$ cat config.mk
export PLATFORM = sky130hd
export DESIGN_NAME = max_pool_2x2
export DESIGN_NICKNAME = d
export VERILOG_FILES = /design/src/rtl/conv_pkg.sv /design/src/rtl/pool_line_buf.sv /design/src/rtl/max_pool_2x2.sv
export SDC_FILE = /design/constraint.sdc
export NUM_CORES = 1
export LEC_CHECK = 0
export ABC_AREA = 1
export CAP_MARGIN = 25
export CORE_MARGIN = 5
export CORE_UTILIZATION = 55
export CTS_BUF_LIST = sky130_fd_sc_hd__clkbuf_8
export DETAILED_ROUTE_END_ITERATION = 12
export PLACE_DENSITY = 0.8
export SLEW_MARGIN = 10
export SYNTH_ARGS = -nofsm -noshare
export SYNTH_HDL_FRONTEND = slang
export SYNTH_SLANG_ARGS = --single-unit
$ cat constraint.sdc
create_clock -name clk -period 5.46 [get_ports clk]
set_input_delay 1.092 -clock clk [delete_from_list [all_inputs] [get_ports clk]]
set_output_delay 1.092 -clock clk [all_outputs]
set_load 0.02 [all_outputs]
$ cat src/rtl/conv_pkg.sv
// rtl/conv_pkg.sv - shared widths, frame defaults, sample type, FSM states and signed max
package conv_pkg;

    localparam int DATA_W    = 22;
    localparam int IMG_W_DEF = 30;
    localparam int IMG_H_DEF = 30;

    typedef logic signed [DATA_W-1:0] sample_t;

    typedef enum logic [1:0] {
        IDLE = 2'd0,
        RUN  = 2'd1,
        DONE = 2'd2
    } state_t;

    // Ties may return either operand; they are equal.
    function automatic sample_t smax(input sample_t a, input sample_t b);
        return (a > b) ? a : b;
    endfunction

endpackage

$ cat src/rtl/pool_line_buf.sv
// rtl/pool_line_buf.sv - half-width row buffer holding horizontal maxima of the even row
// Ports:
//   clk   - clock, rising edge
//   we    - write enable
//   addr  - shared write/read address (col >> 1)
//   wdata - horizontal maximum to store
//   rdata - combinational read of entry addr
module pool_line_buf #(
    parameter int DEPTH  = 15,
    parameter int DATA_W = 22,
    parameter int AW     = 4
) (
    input  logic                     clk,
    input  logic                     we,
    input  logic [AW-1:0]            addr,
    input  logic signed [DATA_W-1:0] wdata,
    output logic signed [DATA_W-1:0] rdata
);

    // No reset: every entry is rewritten on an even row before the odd row reads it.
    logic signed [DATA_W-1:0] mem [DEPTH];

    always_ff @(posedge clk) begin
        if (we) begin
            mem[addr] <= wdata;
        end
    end

    assign rdata = mem[addr];

endmodule

$ cat src/rtl/max_pool_2x2.sv
// rtl/max_pool_2x2.sv - streaming 2x2 stride-2 signed max pooling, no backpressure
// Ports:
//   clk          - clock, rising edge
//   rst          - asynchronous active-high reset
//   start_signal - one-cycle frame start pulse (honoured only in IDLE)
//   in_valid     - in_data valid (accepted only in RUN)
//   in_data      - signed raster-order input sample
//   out_data     - registered signed window maximum
//   out_valid    - one-cycle pulse per pooled output
//   done_signal  - one-cycle pulse coincident with the final out_valid
module max_pool_2x2 #(
    parameter int IMG_W  = 30,
    parameter int IMG_H  = 30,
    parameter int DATA_W = 22
) (
    input  logic                     clk,
    input  logic                     rst,
    input  logic                     start_signal,
    input  logic                     in_valid,
    input  logic signed [DATA_W-1:0] in_data,
    output logic signed [DATA_W-1:0] out_data,
    output logic                     out_valid,
    output logic                     done_signal
);

    import conv_pkg::*;

    localparam int COL_W = $clog2(IMG_W);
    localparam int ROW_W = $clog2(IMG_H);
    localparam int AW    = COL_W - 1;
    localparam int N_OUT = (IMG_W / 2) * (IMG_H / 2);
    localparam int OCW   = $clog2(N_OUT + 1);

    localparam logic [COL_W-1:0] COL_LAST  = COL_W'(IMG_W - 1);
    localparam logic [ROW_W-1:0] ROW_LAST  = ROW_W'(IMG_H - 1);
    localparam logic [OCW-1:0]   OUT_TOTAL = OCW'(N_OUT);

    if ((IMG_W % 2) != 0 || (IMG_H % 2) != 0) begin : g_bad_dims
        $error("max_pool_2x2: IMG_W and IMG_H must both be even");
    end

    state_t           state;
    state_t           state_nxt;
    logic [COL_W-1:0] col;
    logic [ROW_W-1:0] row;
    logic [OCW-1:0]   out_cnt;
    sample_t          h_reg;
    sample_t          hmax;
    sample_t          buf_rd;
    logic             accept;
    logic             last_sample;
    logic             buf_we;

    assign accept      = (state == RUN) && in_valid;
    assign last_sample = accept && (col == COL_LAST) && (row == ROW_LAST);
    assign hmax        = smax(h_reg, in_data);
    // Even row, odd column: park the horizontal max for the row below.
    assign buf_we      = accept && col[0] && !row[0];
    assign done_signal = (state == DONE);

    pool_line_buf #(
        .DEPTH  (IMG_W / 2),
        .DATA_W (DATA_W),
        .AW     (AW)
    ) u_line_buf (
        .clk   (clk),
        .we    (buf_we),
        .addr  (col[COL_W-1:1]),
        .wdata (hmax),
        .rdata (buf_rd)
    );

    always_comb begin
        state_nxt = state;
        case (state)
            IDLE:    if (start_signal) state_nxt = RUN;
            RUN:     if (last_sample)  state_nxt = DONE;
            DONE:    state_nxt = IDLE;
            default: state_nxt = IDLE;
        endcase
    end

    always_ff @(posedge clk or posedge rst) begin
        if (rst) begin
            state <= IDLE;
        end else begin
            state <= state_nxt;
        end
    end

    always_ff @(posedge clk or posedge rst) begin
        if (rst) begin
            col       <= '0;
            row       <= '0;
            out_cnt   <= '0;
            h_reg     <= '0;
            out_data  <= '0;
            out_valid <= 1'b0;
        end else begin
            out_valid <= 1'b0;
            if ((state == IDLE) && start_signal) begin
                col     <= '0;
                row     <= '0;
                out_cnt <= '0;
                h_reg   <= '0;
            end else if (accept) begin
                if (col == COL_LAST) begin
                    col <= '0;
                    row <= (row == ROW_LAST) ? '0 : row + 1'b1;
                end else begin
                    col <= col + 1'b1;
                end

                if (!col[0]) begin
                    h_reg <= in_data;
                end else if (row[0]) begin
                    out_data  <= smax(buf_rd, hmax);
                    out_valid <= 1'b1;
                    out_cnt   <= out_cnt + 1'b1;
                end
            end
        end
    end

    // Entering DONE implies a full frame, so every window must have been emitted.
    always @(posedge clk) begin
        if (!rst && state == DONE) begin
            assert (out_cnt == OUT_TOTAL);
        end
    end

endmodule

Word-level counts from Yosys, hierarchy flattened
Memories as Yosys holds them, arrays and structs flattened.
Index checks and enable logic that the tools add are counted.
{ "classes": {"n_addsub": 2, "n_lt_le_gt_ge": 2, "n_eq_ne": 7, "mux": 21, "bitwise_logic": 1, "reduce_logical": 14} }
{ "ops": {"columns": ["op", "n"], "rows": [
  ["22-bit 2-to-1 mux", 5],
  ["22-bit greater-than comparator", 2],
  ["5-bit 2-to-1 mux", 7],
  ["5-bit by 1-bit adder with 5-bit output (second input constant)", 2],
  ["5-bit == test (second input constant)", 2],
  ["1-bit logical AND", 6],
  ["1-bit 2-to-1 mux", 6],
  ["2-bit AND reduction", 3],
  ["2-bit 2-to-1 mux", 2],
  ["2-bit inequality test (second input constant)", 2],
  ["2-bit one-hot mux with 2 select lines", 1],
  ["4-bit AND reduction", 1],
  ["2-bit nonzero test", 2],
  ["2-bit by 1-bit == test with 1-bit output (second input constant)", 1],
  ["2-bit == test (second input constant)", 1],
  ["2-bit zero test", 1],
  ["2-bit by 1-bit inequality test with 1-bit output (second input constant)", 1],
  ["1-bit zero test", 1],
  ["1-bit inverter", 1]
]} }
{ "word_totals": {"regBits": 57, "mem_bits_rw": 330, "inputBits": 26, "output_inout_bits": 24, "mem_count": 1} }
{ "memory_table": {"columns": ["memory", "words", "width", "rd", "rd_clocked_by_memory_dff", "wr", "line", "source"], "rows": [
  ["u_line_buf.mem", 15, 22, 1, 0, 1, "pool_line_buf.sv:21", "logic signed [DATA_W-1:0] mem [DEPTH];"]
]} }

Logic depth before layout (Yosys ltp)
Gate-level depths: netlist of run 1.
{ "logic_depth": {"word_depth": 6, "ltp_mapped": 32, "depth_no_buf": 30} }

By module
A second synthesis of run 1 with hierarchy kept.
{ "unflattened": {"cells_unflattened": 1876, "area_unflattened_um2": 17976.0} }
{ "by_module_without_submodules": {"columns": ["mod", "n_inst", "cells_each", "area_per_inst_um2"], "rows": [
  ["pool_line_buf", 1, 1260, 13686.9],
  ["max_pool_2x2", 1, 616, 4289.1]
]} }

Worst setup path before layout of run 1
OpenSTA, ideal clock, no wires.
{ "synth_path": {"path_kind": "input-to-reg", "from": "in in_data[21]", "to": "reg out_data[21]", "arrival_time_ps": 4066, "required_time_ps": 5344, "path_slack_ps": 1278, "path_stages": 25, "cell_sequence": "inv_1 -> ha_1 -> nand2_2 -> nor2_2 -> nand2_1 -> nor2_2 -> nand4_1 -> nand3_2 -> buf_4 -> nand2_1 -> nand2_1 -> inv_1 -> ha_1 -> nand2_1 -> nor2_1 -> nand2_1 -> nor2_1 -> nand2_1 -> nand4_1 -> nand3_2 -> buf_4 -> nor2_1 -> nor2_1 -> nand2_1 -> nand2_1"} }
{ "synth_between": {"elab_chain_cells": 4} }
{ "synth_rtl": {"columns": ["item", "line", "source"], "rows": [
  ["start, declared", "max_pool_2x2.sv:20", "input logic signed [DATA_W-1:0] in_data,"],
  ["22-bit greater-than comparator", "conv_pkg.sv:18", "return (a > b) ? a : b;"],
  ["22-bit 2-to-1 mux *", "conv_pkg.sv:18", null],
  ["named net hmax[21]", "max_pool_2x2.sv:48", "sample_t hmax;"],
  ["22-bit greater-than comparator", "conv_pkg.sv:18", null],
  ["22-bit 2-to-1 mux *", "conv_pkg.sv:18", null],
  ["end signal, assigned", "max_pool_2x2.sv:117", "out_data <= smax(buf_rd, hmax);"],
  ["end, declared", "max_pool_2x2.sv:21", "output logic signed [DATA_W-1:0] out_data,"]
]} }
The timed path passes the listed nets; every way through them passes the cells marked *.
A chain may end at the register's enable or synchronous reset.

Final worst setup path of run 1
{ "layout_path": {"from": "in in_data[21]", "to": "reg out_data[1]"} }
{ "layout_between": {"elab_chain_cells": 4} }
{ "layout_rtl": {"columns": ["item", "line"], "rows": [
  ["22-bit greater-than comparator", "conv_pkg.sv:18"],
  ["22-bit 2-to-1 mux", "conv_pkg.sv:18"],
  ["named net hmax[2]", "max_pool_2x2.sv:48"],
  ["22-bit greater-than comparator", "conv_pkg.sv:18"],
  ["22-bit 2-to-1 mux", "conv_pkg.sv:18"]
]} }
The timed path passes the listed nets, and every way through them passes these cells.

==> results of run 1 <==
-- per-stage QoR --
stage,instances,total power [mW],util [%],cell area [µm²]
detailed placement,1865,8.89,59.9,17800
floorplan,1434,7.28,-,16700
CTS,1971,11.0,63.3,18900
global placement,1864,8.69,59.8,17800
finish,1972,11.0,63.3,18900
global route,1972,11.8,63.3,18900
-- final cells by class --
class	instances	area [µm²]	share of cell area, %
Multi-Input combinational cell	887	4670	24.7
Clock inverter	47	213	1.13
Tap cell	390	488	2.59
Timing Repair Buffer	104	990	5.24
Clock buffer	59	812	4.30
Sequential cell	387	11300	60.1
Inverter	98	368	1.95
-- routing by layer --
layer / GRT usage (%) / part of all wire, % / wire, µm / vias up
met3: 4.74 / 9.1 / 3680 / 118
met4: 9.61 / 3.7 / 1510 / 0
met5: 0 / 0 / 0 / -
met2: 39.5 / 48 / 19600 / 583
met1: 32.0 / 39 / 15800 / 5489
li1: - / - / - / 5257
-- cell families after synthesis --
kind of cell / after synthesis
AND/OR/NAND/NOR: 654
flip-flops: 387
AO/OA/AOI/OAI: 183
buffers and inverters: 160
adder cells (fa/ha/maj): 48
XOR/XNOR: 2
-- report_power, final --
part	leakage, nW	internal, mW	switching (mW)	total, mW
clock	0.618	1.04	1.07	2.11
combinational	3.28	1.60	3.27	4.87
sequential	3.71	3.88	0.183	4.06
-- cell usage after synthesis (16+ instances only) --
cell type,n,share of area (%)
clkbuf_1,16,0.36
dfrtp_1,57,8.5
nand3_1,85,2.5
inv_1,93,2.1
a22oi_1,97,4.4
nor2_1,89,2.0
o21ai_0,25,0.75
nand2_1,432,9.7
nand4_1,21,0.79
buf_2,25,0.75
edfxtp_1,330,59
a21oi_1,16,0.48
ha_1,48,3.6
-- path summary, 6_finish.rpt --
path,endpoint,depth (start not counted)
max in group asynchronous,out_data[18]$_DFFE_PP0P_,3
setup / recovery,out_data[1]$_DFFE_PP0P_,25
min in group asynchronous,h_reg[5]$_DFFE_PP0P_,3
hold / removal,state[0]$_DFFE_PP0P_,1
hold reg to reg,state[0]$_DFFE_PP0P_,1
setup reg to reg,out_data[1]$_DFFE_PP0P_,23
-- worst max-delay path, delay by kind of cell --
kind | cells | cell delay, ps
adders and majority gates | 2 | 660
and+or+nand+nor | 16 | 1990
buffers and inverters | 5 | 1110
AOI/OAI and AO/OA | 2 | 540
==> results.rst, run 1 <==
.. list-table::
   :header-rows: 1

   * - Metric
     - Value
   * - Result of the run
     - completed
   * - Worst slew margin relative to its limit
     - 39.2%
   * - Number of gates resized after CTS
     - 0
   * - Vias in the first global route
     - 11800
   * - Synthesized-area fraction occupied by adder cells
     - 3.60%
   * - Most frequent standard cell in the layout excluding fill and tap cells
     - nand2_1
   * - Class of the most critical hold timing path
     - flip-flop to flip-flop
   * - Skew final
     - 26.3 ps
   * - Netlist area before placement
     - 16700 µm²
   * - Setup fix buffers added after clock tree synthesis
     - 0
   * - CTS root buf
     - clkbuf_8
   * - Total I/O pin count
     - 50
   * - Net count of the mapped netlist
     - 1508
   * - Leakage power summed over all cells
     - 7.61 nW
   * - Routed len/inst
     - 20.6 µm
   * - Simple-gate share of the synthesized area
     - 16.4%
   * - DRC viols
     - 0
   * - Die area
     - 33900 µm²
   * - Total wirelength of the detailed-routed design
     - 40600 µm
   * - Number of flip-flops under the largest register name
     - 330
   * - Final worst-path cycle share
     - 90.5%
   * - Crit path launch
     - in_data[21]
   * - Setup repair after global routing missed its margin
     - false
   * - Largest family of logic cells by synthesized area
     - simple AND/OR/NAND/NOR gates
   * - Number of antenna violations at the first check in global routing
     - 0
   * - Clock tree from TritonCTS
     - yes
   * - Class of the most critical setup path
     - input pin to flip-flop
   * - Worst reg2reg startpoint
     - h_reg[21]$_DFFE_PP0P_
   * - Critical-path maximum fanout
     - 44
   * - Worst IR drop on VDD
     - 0.632 mV
   * - Ant diodes
     - 0
   * - Final Setup Violations
     - 0
   * - Number of hold violations in the final report
     - 0
   * - Minimum clock period after layout
     - 4940 ps
   * - Type of element capturing the critical path
     - flip-flop
   * - EDFF count, synth
     - 330
   * - Gate count after technology mapping
     - 1434
   * - Cell with the largest stage delay on the worst path
     - clkdlybuf4s50_1
   * - Mean number of vias per cell
     - 5.80
   * - Clock edge transition at the registers on the reported setup and hold paths
     - 60 ps
   * - Primary flip-flop cell chosen by synthesis mapping
     - edfxtp_1
   * - Post-synthesis sequential area ratio
     - 67.9%
   * - Worst path max stage delay
     - 500 ps
   * - Share of synthesized area spent on multiplexers
     - 0%
   * - Hold buffers post-CTS
     - 0
   * - TritonCTS buffer count
     - 57
   * - Core Region
     - 29800 µm²
   * - Synth warn
     - 0
   * - Post-route setup slack
     - 518 ps
   * - Worst slack after detailed placement
     - 16.3 ps
   * - Number of design-rule violations left by the first detailed-router iteration
     - 1405
   * - Post-Synth XOR/XNOR Area
     - 0.105%
   * - Grt ovf
     - 0
   * - Power density cells
     - 585 nW/µm²
   * - Core Rows
     - 63
   * - Critical path's most frequent cell
     - nand2_1
   * - Number of routed nets with antenna violations
     - 0
   * - Number of storage elements in the synthesis netlist
     - 387
   * - Worst-case register-to-register setup slack
     - 1200 ps
   * - Number of input and output port buffers inserted
     - 49
   * - Starting Density
     - 56.0%
   * - Number of buffers on the longest clock path
     - 3
   * - Pre-antenna DRT Iters
     - 5
   * - Area delta synth->final
     - 13.1%
   * - First-pass GRT wire length
     - 63500 µm
   * - Fraction of registers with async set/reset
     - 14.7%
   * - Global-route total usage across every layer
     - 24.1%
   * - Max Clk Rate
     - 202 MHz
   * - Minimum hold slack
     - 484 ps
   * - Largest net degree at the start of global routing
     - 68
   * - Hold_sp
     - state[1]$_DFFE_PP0P_
   * - Compound-gate portion of the synthesized area
     - 7.53%
   * - Fin Setup TNS
     - 0 ps
   * - Leading cell types in the layout, fill and taps excluded
     - nand2_1 (432), edfxtp_1 (330), inv_1 (118)
   * - Die extent in x
     - 184 µm
   * - Synthesized area per cell
     - 11.6 µm²
   * - Die Ht
     - 184 µm
   * - Number of sinks driven by the clock tree
     - 387
   * - H-tree depth reported by CTS
     - 2
   * - GP Congestion
     - 0.873
   * - Routed via count
     - 11400
   * - Arrival @ worst endpoint
     - 5430 ps
   * - Fill cell count
     - 2224
   * - HPWL reported at the end of detailed placement
     - 24700 µm
   * - Required @ worst endpoint
     - 5950 ps
   * - Type of element launching the critical path
     - input pin
   * - Fraction of layout cells with a size suffix above 1
     - 10.5%
   * - Worst-Margin Slew
     - 910 ps
   * - Worst skew pair latency
     - 600 ps
   * - Max-cap viol count
     - 0
   * - Nets
     - 1609
   * - Pins over their slew limit
     - 0
   * - Distinct cells, synth
     - 35
(Power assumes the default switching activity.)
==> inputs of run 2 (changes only) <==
--- a/config.mk
+++ b/config.mk
@@ -11,7 +11,8 @@
 export CORE_UTILIZATION = 55
 export CTS_BUF_LIST = sky130_fd_sc_hd__clkbuf_8
 export DETAILED_ROUTE_END_ITERATION = 12
-export PLACE_DENSITY = 0.8
+export DONT_BUFFER_PORTS = 1
+export PLACE_DENSITY = 0.78
 export SLEW_MARGIN = 10
 export SYNTH_ARGS = -nofsm -noshare
 export SYNTH_HDL_FRONTEND = slang
==> run 2 against run 1 <==
  * Non-clock buffer count fell by 47
  * Cell area fell by 2.0%
  * Sequential share of layout area rose by 1.2 points
  * Critical endpoint is now out_data[17]$_DFFE_PP0P_
  * First-iteration DRC count rose by 1.4%
  * Power rose by 0.22%
  * Sequential power rose by 2%
  * Largest power group unchanged
  * Routed wire length fell by 0.79%
  * Clock-buffer cell count rose by 2
  * Via count fell by 1.2%
  * Critical path depth did not move
==> results.rst, run 2 (same netlist as run 1, synthesis figures left out) <==
.. list-table::
   :header-rows: 1

   * - Metric
     - Value
   * - Result of the run
     - completed (unchanged)
   * - Number of design-rule violations left by the first detailed-router iteration
     - 1425 (was 1405)
   * - CTS root buf
     - clkbuf_8 (unchanged)
   * - DRC viols
     - 0 (unchanged)
   * - Routed via count
     - 11300 (was 11400)
   * - Core Rows
     - 63 (unchanged)
   * - Area delta synth->final
     - 10.9% (was 13.1%)
   * - Ant diodes
     - 0 (unchanged)
   * - Total wirelength of the detailed-routed design
     - 40200 µm (was 40600 µm)
   * - GP Congestion
     - 0.874 (was 0.873)
   * - Skew final
     - 27.1 ps (was 26.3 ps)
   * - Setup repair after global routing missed its margin
     - false (unchanged)
   * - Power density cells
     - 598 nW/µm² (was 585 nW/µm²)
   * - Placement-stage cell area
     - 17400 µm² (was 17800 µm²)
   * - Number of standard cells in the layout, taps in and fillers out
     - 1925 (was 1972)
   * - First-pass GRT wire length
     - 62200 µm (was 63500 µm)
   * - Worst skew pair latency
     - 610 ps (was 600 ps)
   * - Global-route total usage across every layer
     - 23.7% (was 24.1%)
   * - Worst slew margin relative to its limit
     - 33.9% (was 39.2%)
   * - Type of element launching the critical path
     - input pin (unchanged)
   * - Largest net degree at the start of global routing
     - 90 (was 68)
   * - Routed len/inst
     - 20.9 µm (was 20.6 µm)
   * - Mean number of vias per cell
     - 5.87 (was 5.80)
   * - Worst reg2reg startpoint
     - h_reg[21]$_DFFE_PP0P_ (unchanged)
   * - Hold_sp
     - state[1]$_DFFE_PP0P_ (unchanged)
   * - Arrival @ worst endpoint
     - 5230 ps (was 5430 ps)
   * - Type of element capturing the critical path
     - flip-flop (unchanged)
   * - Worst hold stages
     - 1 (unchanged)
   * - Cell area after layout
     - 18500 µm² (was 18900 µm²)
   * - Reg2reg end
     - out_data[17]$_DFFE_PP0P_ (was out_data[1]$_DFFE_PP0P_)
   * - Max Clk Rate
     - 211 MHz (was 202 MHz)
   * - TritonCTS buffer count
     - 58 (was 57)
   * - Vias in the first global route
     - 11200 (was 11800)
   * - Pre-antenna DRT Iters
     - 6 (was 5)
   * - Worst IR drop on VDD
     - 0.713 mV (was 0.632 mV)
   * - Worst-Margin Slew
     - 990 ps (was 910 ps)
   * - Fin Setup TNS
     - 0 ps (unchanged)
   * - Clock power share
     - 20.9% (was 19.1%)
   * - Post-route setup slack
     - 713 ps (was 518 ps)
   * - Minimum clock period after layout
     - 4750 ps (was 4940 ps)
   * - Worst Reg-to-Reg Cells
     - 24 (was 23)
   * - Core Region
     - 29800 µm² (unchanged)
   * - Cell count after placement
     - 1818 (was 1865)
   * - Starting Density
     - 56.0% (unchanged)
   * - Number of routed nets with antenna violations
     - 0 (unchanged)
   * - Number of buffers on the longest clock path
     - 3 (unchanged)
   * - Required @ worst endpoint
     - 5940 ps (was 5950 ps)
   * - Clock tree from TritonCTS
     - yes (unchanged)
   * - Number of flip-flops under the largest register name
     - 330 (unchanged)
   * - Die area
     - 33900 µm² (unchanged)
   * - Sequential power share
     - 37.5% (was 36.8%)
   * - Number of antenna violations at the first check in global routing
     - 0 (unchanged)
   * - Most frequent standard cell in the layout excluding fill and tap cells
     - nand2_1 (unchanged)
   * - Min-Delay Endpoint
     - state[0]$_DFFE_PP0P_ (unchanged)
   * - Worst-case register-to-register setup slack
     - 840 ps (was 1200 ps)
   * - Relative contribution of combinational cells to total power
     - 41.6% (was 44.1%)
   * - Grt ovf
     - 0 (unchanged)
   * - Setup fix buffers added after clock tree synthesis
     - 0 (unchanged)
   * - Clock edge transition at the registers on the reported setup and hold paths
     - 60 ps (about the same)
   * - Final worst-path cycle share
     - 86.9% (was 90.5%)
   * - Total I/O pin count
     - 50 (unchanged)
   * - Switch share
     - 40.5% (was 40.9%)
   * - Class of the most critical hold timing path
     - flip-flop to flip-flop (unchanged)
   * - Nets
     - 1563 (was 1609)
   * - Leakage power summed over all cells
     - 7.45 nW (was 7.61 nW)
   * - Fraction of layout cells with a size suffix above 1
     - 11.5% (was 10.5%)
   * - Critical-path maximum fanout
     - 20 (was 44)
   * - Hold buffers post-CTS
     - 0 (unchanged)
   * - Leading cell types in the layout, fill and taps excluded
     - nand2_1 (432), edfxtp_1 (330), inv_1 (108) (was nand2_1 (432), edfxtp_1 (330), inv_1 (118))
   * - Internal power
     - 6.59 mW (was 6.52 mW)
   * - Number of hold violations in the final report
     - 0 (unchanged)
   * - Pins over their slew limit
     - 0 (unchanged)
   * - Max-cap viol count
     - 0 (unchanged)
   * - Class of the most critical setup path
     - input pin to flip-flop (unchanged)
   * - Number of gates resized after CTS
     - 0 (unchanged)
   * - Worst slack after detailed placement
     - 228 ps (was 16.3 ps)
   * - H-tree depth reported by CTS
     - 2 (unchanged)
   * - Die extent in x
     - 184 µm (unchanged)
   * - Number of sinks driven by the clock tree
     - 387 (unchanged)
   * - Net switching power
     - 4.48 mW (was 4.52 mW)
   * - HPWL reported at the end of detailed placement
     - 24700 µm (about the same)
   * - Die Ht
     - 184 µm (unchanged)
   * - Number of input and output port buffers inserted
     - 0 (was 49)
   * - Final Setup Violations
     - 0 (unchanged)
==> run 2: changes by cell type in the layout (fill, tap and decap cells not counted), sizes merged <==
cell,before,now
bufinv,1,4
clkinv,19,23
clkdlybuf4s50,49,0
clkbuf,59,61
clkinvlp,1,0
buf,55,57
inv,124,116
==> run 2: power groups by stage <==
stage,combinational (mW),sequential (mW),clock [mW]
3_5_place_dp,4.51,4.20,0
2_1_floorplan,3.14,4.14,0
4_1_cts,4.54,4.15,2.34
3_3_place_gp,4.35,4.20,0
6_report,4.60,4.15,2.31
5_1_grt,5.10,4.17,2.50
==> run 2: cell type report <==
type / instances / area [µm²]
multi-input cells: 887 / 4660
well taps: 390 / 488
repair buffers: 57 / 509
flip-flops and latches: 387 / 11300
inverters: 98 / 368
clock buffers: 61 / 840
clock inverters: 45 / 294
fillers: 2257 / 11300
==> run 2: per-layer routing <==
metal | GRT usage, % | wire length [µm] | up-vias
met2 | 38.7 | 19600 | 602
met1 | 32.6 | 15600 | 5452
met4 | 8.52 | 1300 | 0
met3 | 3.85 | 3760 | 95
met5 | 0 | 0 | -
li1 | - | - | 5159
==> run 2: per-stage QoR <==
stage / power [mW] / hold slack (ps) / util (%)
floorplan: 7.28 / 456 / -
global placement: 8.55 / 469 / 58.1
global route: 11.8 / 539 / 62.1
CTS: 11.0 / 490 / 62.0
finish: 11.1 / 486 / 62.1
detailed placement: 8.72 / 477 / 58.2
==> run 2: worst max-delay path by stage <==
stage,startpoint,end,slack (ps),depth (start not counted)
final,in_data[21],out_data[17]$_DFFE_PP0P_,710,25
after global routing,in_data[21],out_data[18]$_DFFE_PP0P_,320,25
after CTS,in_data[21],out_data[15]$_DFFE_PP0P_,870,25
after detailed placement,in_data[21],out_data[15]$_DFFE_PP0P_,230,25
after global placement,in_data[21],out_data[15]$_DFFE_PP0P_,460,23
after floorplan,in_data[21],out_data[21]$_DFFE_PP0P_,1280,25
==> run 2: worst max-delay path, cell delays in order <==
cell and delay, ps:
inv_1 30, ha_1 400, nand2_2 130, inv_1 50
nand2_1 70, nand2_1 50, a21oi_1 440, nand4_1 210
nand2_2 450, nand3_1 170, nand2_1 140, inv_1 50
ha_1 350, nand2_1 100, nor2_1 140, nand2_1 110
nor2_1 150, nand2_1 90, nand4_1 110, nand3_2 310
buf_4 300, nor2_1 90, nor2_1 50, nand2_1 100
nand2_1 60
==> inputs of run 3 (changes only) <==
--- a/config.mk
+++ b/config.mk
@@ -12,7 +12,7 @@
 export CTS_BUF_LIST = sky130_fd_sc_hd__clkbuf_8
 export DETAILED_ROUTE_END_ITERATION = 12
 export DONT_BUFFER_PORTS = 1
-export PLACE_DENSITY = 0.78
+export PLACE_DENSITY_LB_ADDON = 0.15
 export SLEW_MARGIN = 10
 export SYNTH_ARGS = -nofsm -noshare
 export SYNTH_HDL_FRONTEND = slang
==> run 3 against run 2 <==
  * Hold slack worse by 4.6 ps
  * Flip-flop and latch count unchanged
  * Sequential power about the same
  * Clock-buffer cell count up 4
  * Combinational power down 2%
  * Maximum frequency up 11%
  * Register-to-register slack better by 440 ps
  * Global-route usage down 0.34 points
  * Non-clock buffer count down 1
==> results.rst, run 3 (same netlist as run 1, synthesis figures left out) <==
.. list-table::
   :header-rows: 1

   * - Metric
     - Value
   * - Result of the run
     - completed (unchanged)
   * - Final Setup Violations
     - 0 (unchanged)
   * - Global-route total usage across every layer
     - 23.4% (was 23.7%)
   * - H-tree depth reported by CTS
     - 2 (unchanged)
   * - Minimum hold slack
     - 482 ps (was 486 ps)
   * - First-pass GRT wire length
     - 60800 µm (was 62200 µm)
   * - Number of standard cells in the layout, taps in and fillers out
     - 1931 (was 1925)
   * - Number of flip-flops under the largest register name
     - 330 (unchanged)
   * - Grt ovf
     - 0 (unchanged)
   * - Number of hold violations in the final report
     - 0 (unchanged)
   * - Minimum clock period after layout
     - 4270 ps (was 4750 ps)
   * - Top delay family on crit path
     - simple AND/OR/NAND/NOR gates (unchanged)
   * - Worst IR drop on VDD
     - 0.618 mV (was 0.713 mV)
   * - Power density cells
     - 589 nW/µm² (was 598 nW/µm²)
   * - Hold buffers post-CTS
     - 0 (unchanged)
   * - Total buffers and inverters traversed by the critical path
     - 3 (was 4)
   * - Nets
     - 1565 (was 1563)
   * - Ordered list of cells on the worst path
     - inv_1 -> ha_1 -> a21oi_1 -> nand2_1 -> a21oi_1 -> nand4_1 -> nand3_2 -> nand2_1 -> nand2_1 -> inv_1 -> ha_1 -> nand2_1 -> nor2_1 -> nand2_1 -> nor2_1 -> nand2_1 -> nand4_1 -> nand3_2 -> buf_4 -> nor2_1 -> nor2_1 -> nand2_1 -> nand2_1
   * - Core Rows
     - 63 (unchanged)
   * - Number of routed nets with antenna violations
     - 0 (unchanged)
   * - Mean number of vias per cell
     - 5.63 (was 5.87)
   * - Vias in the first global route
     - 10800 (was 11200)
   * - HPWL reported at the end of detailed placement
     - 25100 µm (was 24700 µm)
   * - Starting Density
     - 56.0% (unchanged)
   * - Most Used Layer, Global Route
     - met2 (unchanged)
   * - Type of element capturing the critical path
     - flip-flop (unchanged)
   * - Ant diodes
     - 0 (unchanged)
   * - Cell with the largest stage delay on the worst path
     - ha_1 (was nand2_2)
   * - Most frequent standard cell in the layout excluding fill and tap cells
     - nand2_1 (unchanged)
   * - Leakage power summed over all cells
     - 7.44 nW (was 7.45 nW)
   * - Pins over their slew limit
     - 0 (unchanged)
   * - Routed via count
     - 10900 (was 11300)
   * - Post-layout power
     - 10.9 mW (was 11.1 mW)
   * - Required @ worst endpoint
     - 5960 ps (was 5940 ps)
   * - Number of design-rule violations left by the first detailed-router iteration
     - 815 (was 1425)
   * - Pre-antenna DRT Iters
     - 5 (was 6)
   * - Critical path's most frequent cell
     - nand2_1 (unchanged)
   * - Worst path max stage delay
     - 380 ps (was 450 ps)
   * - Post-route setup slack
     - 1190 ps (was 713 ps)
   * - DRC viols
     - 0 (unchanged)
   * - Setup fix buffers added after clock tree synthesis
     - 0 (unchanged)
   * - Final worst-path cycle share
     - 78.3% (was 86.9%)
   * - TritonCTS buffer count
     - 61 (was 58)
   * - GP Congestion
     - 0.846 (was 0.874)
   * - Worst-Margin Slew
     - 904 ps (was 990 ps)
   * - CTS root buf
     - clkbuf_8 (unchanged)
   * - Worst slew margin relative to its limit
     - 39.6% (was 33.9%)
   * - Number of gates resized after CTS
     - 0 (unchanged)
   * - Number of sinks driven by the clock tree
     - 387 (unchanged)
   * - Max Clk Rate
     - 234 MHz (was 211 MHz)
   * - Area delta synth->final
     - 10.5% (was 10.9%)
   * - Max-cap viol count
     - 0 (unchanged)
   * - Number of antenna violations at the first check in global routing
     - 0 (unchanged)
   * - Core Region
     - 29800 µm² (unchanged)
   * - Setup repair after global routing missed its margin
     - false (unchanged)
   * - Fraction of layout cells with a size suffix above 1
     - 11.3% (was 11.5%)
   * - Clock edge transition at the registers on the reported setup and hold paths
     - 60 ps (about the same)
   * - Number of input and output port buffers inserted
     - 0 (unchanged)
   * - Die Ht
     - 184 µm (unchanged)
   * - Arrival @ worst endpoint
     - 4770 ps (was 5230 ps)
   * - Clock tree from TritonCTS
     - yes (unchanged)
   * - Cell count after placement
     - 1817 (was 1818)
   * - Skew final
     - 32.2 ps (was 27.1 ps)
   * - Die extent in x
     - 184 µm (unchanged)
   * - Die area
     - 33900 µm² (unchanged)
   * - Class of the most critical hold timing path
     - flip-flop to flip-flop (unchanged)
   * - Fin Setup TNS
     - 0 ps (unchanged)
   * - Total I/O pin count
     - 50 (unchanged)
   * - Routed len/inst
     - 20.4 µm (was 20.9 µm)
   * - Class of the most critical setup path
     - input pin to flip-flop (unchanged)
   * - Worst slack after detailed placement
     - 622 ps (was 228 ps)
   * - Number of buffers on the longest clock path
     - 3 (unchanged)
   * - Largest net degree at the start of global routing
     - 69 (was 90)
   * - Critical-path maximum fanout
     - 22 (was 20)
   * - Total wirelength of the detailed-routed design
     - 39400 µm (was 40200 µm)
   * - Leading cell types in the layout, fill and taps excluded
     - nand2_1 (432), edfxtp_1 (330), inv_1 (114) (was nand2_1 (432), edfxtp_1 (330), inv_1 (108))
   * - GR Util met3
     - 4.16% (was 3.85%)
   * - Worst skew pair latency
     - 640 ps (was 610 ps)
   * - Type of element launching the critical path
     - input pin (unchanged)
   * - Met1 Track Usage GR
     - 31.3% (was 32.6%)
   * - Met2 Usage GRT
     - 38.7% (about the same)
run 3: cell types whose count changed in the layout (fill, tap and decap cells not counted), moves of 2 or more:
| cell | change |
|---|---|
| bufinv_16 | -4 |
| buf_4 | +2 |
| clkinv_2 | -4 |
| clkbuf_8 | +4 |
| clkinv_1 | +4 |
| inv_1 | +6 |
run 3: area by class of cell:
cell class              instances  area (µm²)
repair buffers                 56         478
clock inverters                48         199
multi-input cells             887        4670
inverters                      98         368
fillers                      2380       11400
flip-flops and latches        387       11300
clock buffers                  65         895
well taps                     390         488
run 3: metal layers:
metal  vias up  share of wire (%)
met5         -                  0
met1      5266                 42
met3        80                6.4
met4         0                3.3
li1       5181                  -
met2       338                 49
run 3: worst paths after layout:
| kind | cells after the start | slack, ps | startpoint | end |
|---|---|---|---|---|
| setup / recovery | 23 | 1190 | in_data[21] | out_data[15]$_DFFE_PP0P_ |
| hold / removal | 1 | 480 | state[1]$_DFFE_PP0P_ | state[0]$_DFFE_PP0P_ |
| setup reg to reg | 23 | 1280 | h_reg[21]$_DFFE_PP0P_ | out_data[15]$_DFFE_PP0P_ |
| hold reg to reg | 1 | 480 | state[1]$_DFFE_PP0P_ | state[0]$_DFFE_PP0P_ |
| max in group asynchronous | 2 | 4370 | rst | out_data[13]$_DFFE_PP0P_ |
| min in group asynchronous | 2 | 560 | rst | state[1]$_DFFE_PP0P_ |
run 3: metrics by stage:
step | utilization (%) | instance area, µm²
floorplan | - | 16700
finish | 61.9 | 18400
CTS | 61.8 | 18400
detailed placement | 58.1 | 17300
global route | 61.9 | 18400
global placement | 58.1 | 17300
run 3: power by group:
group          internal (mW)  switching [mW]  leakage [nW]
registers               3.88           0.264          3.71
logic                   1.46            3.07          3.09
clock network           1.09            1.10         0.639
total                   6.43            4.43          7.44
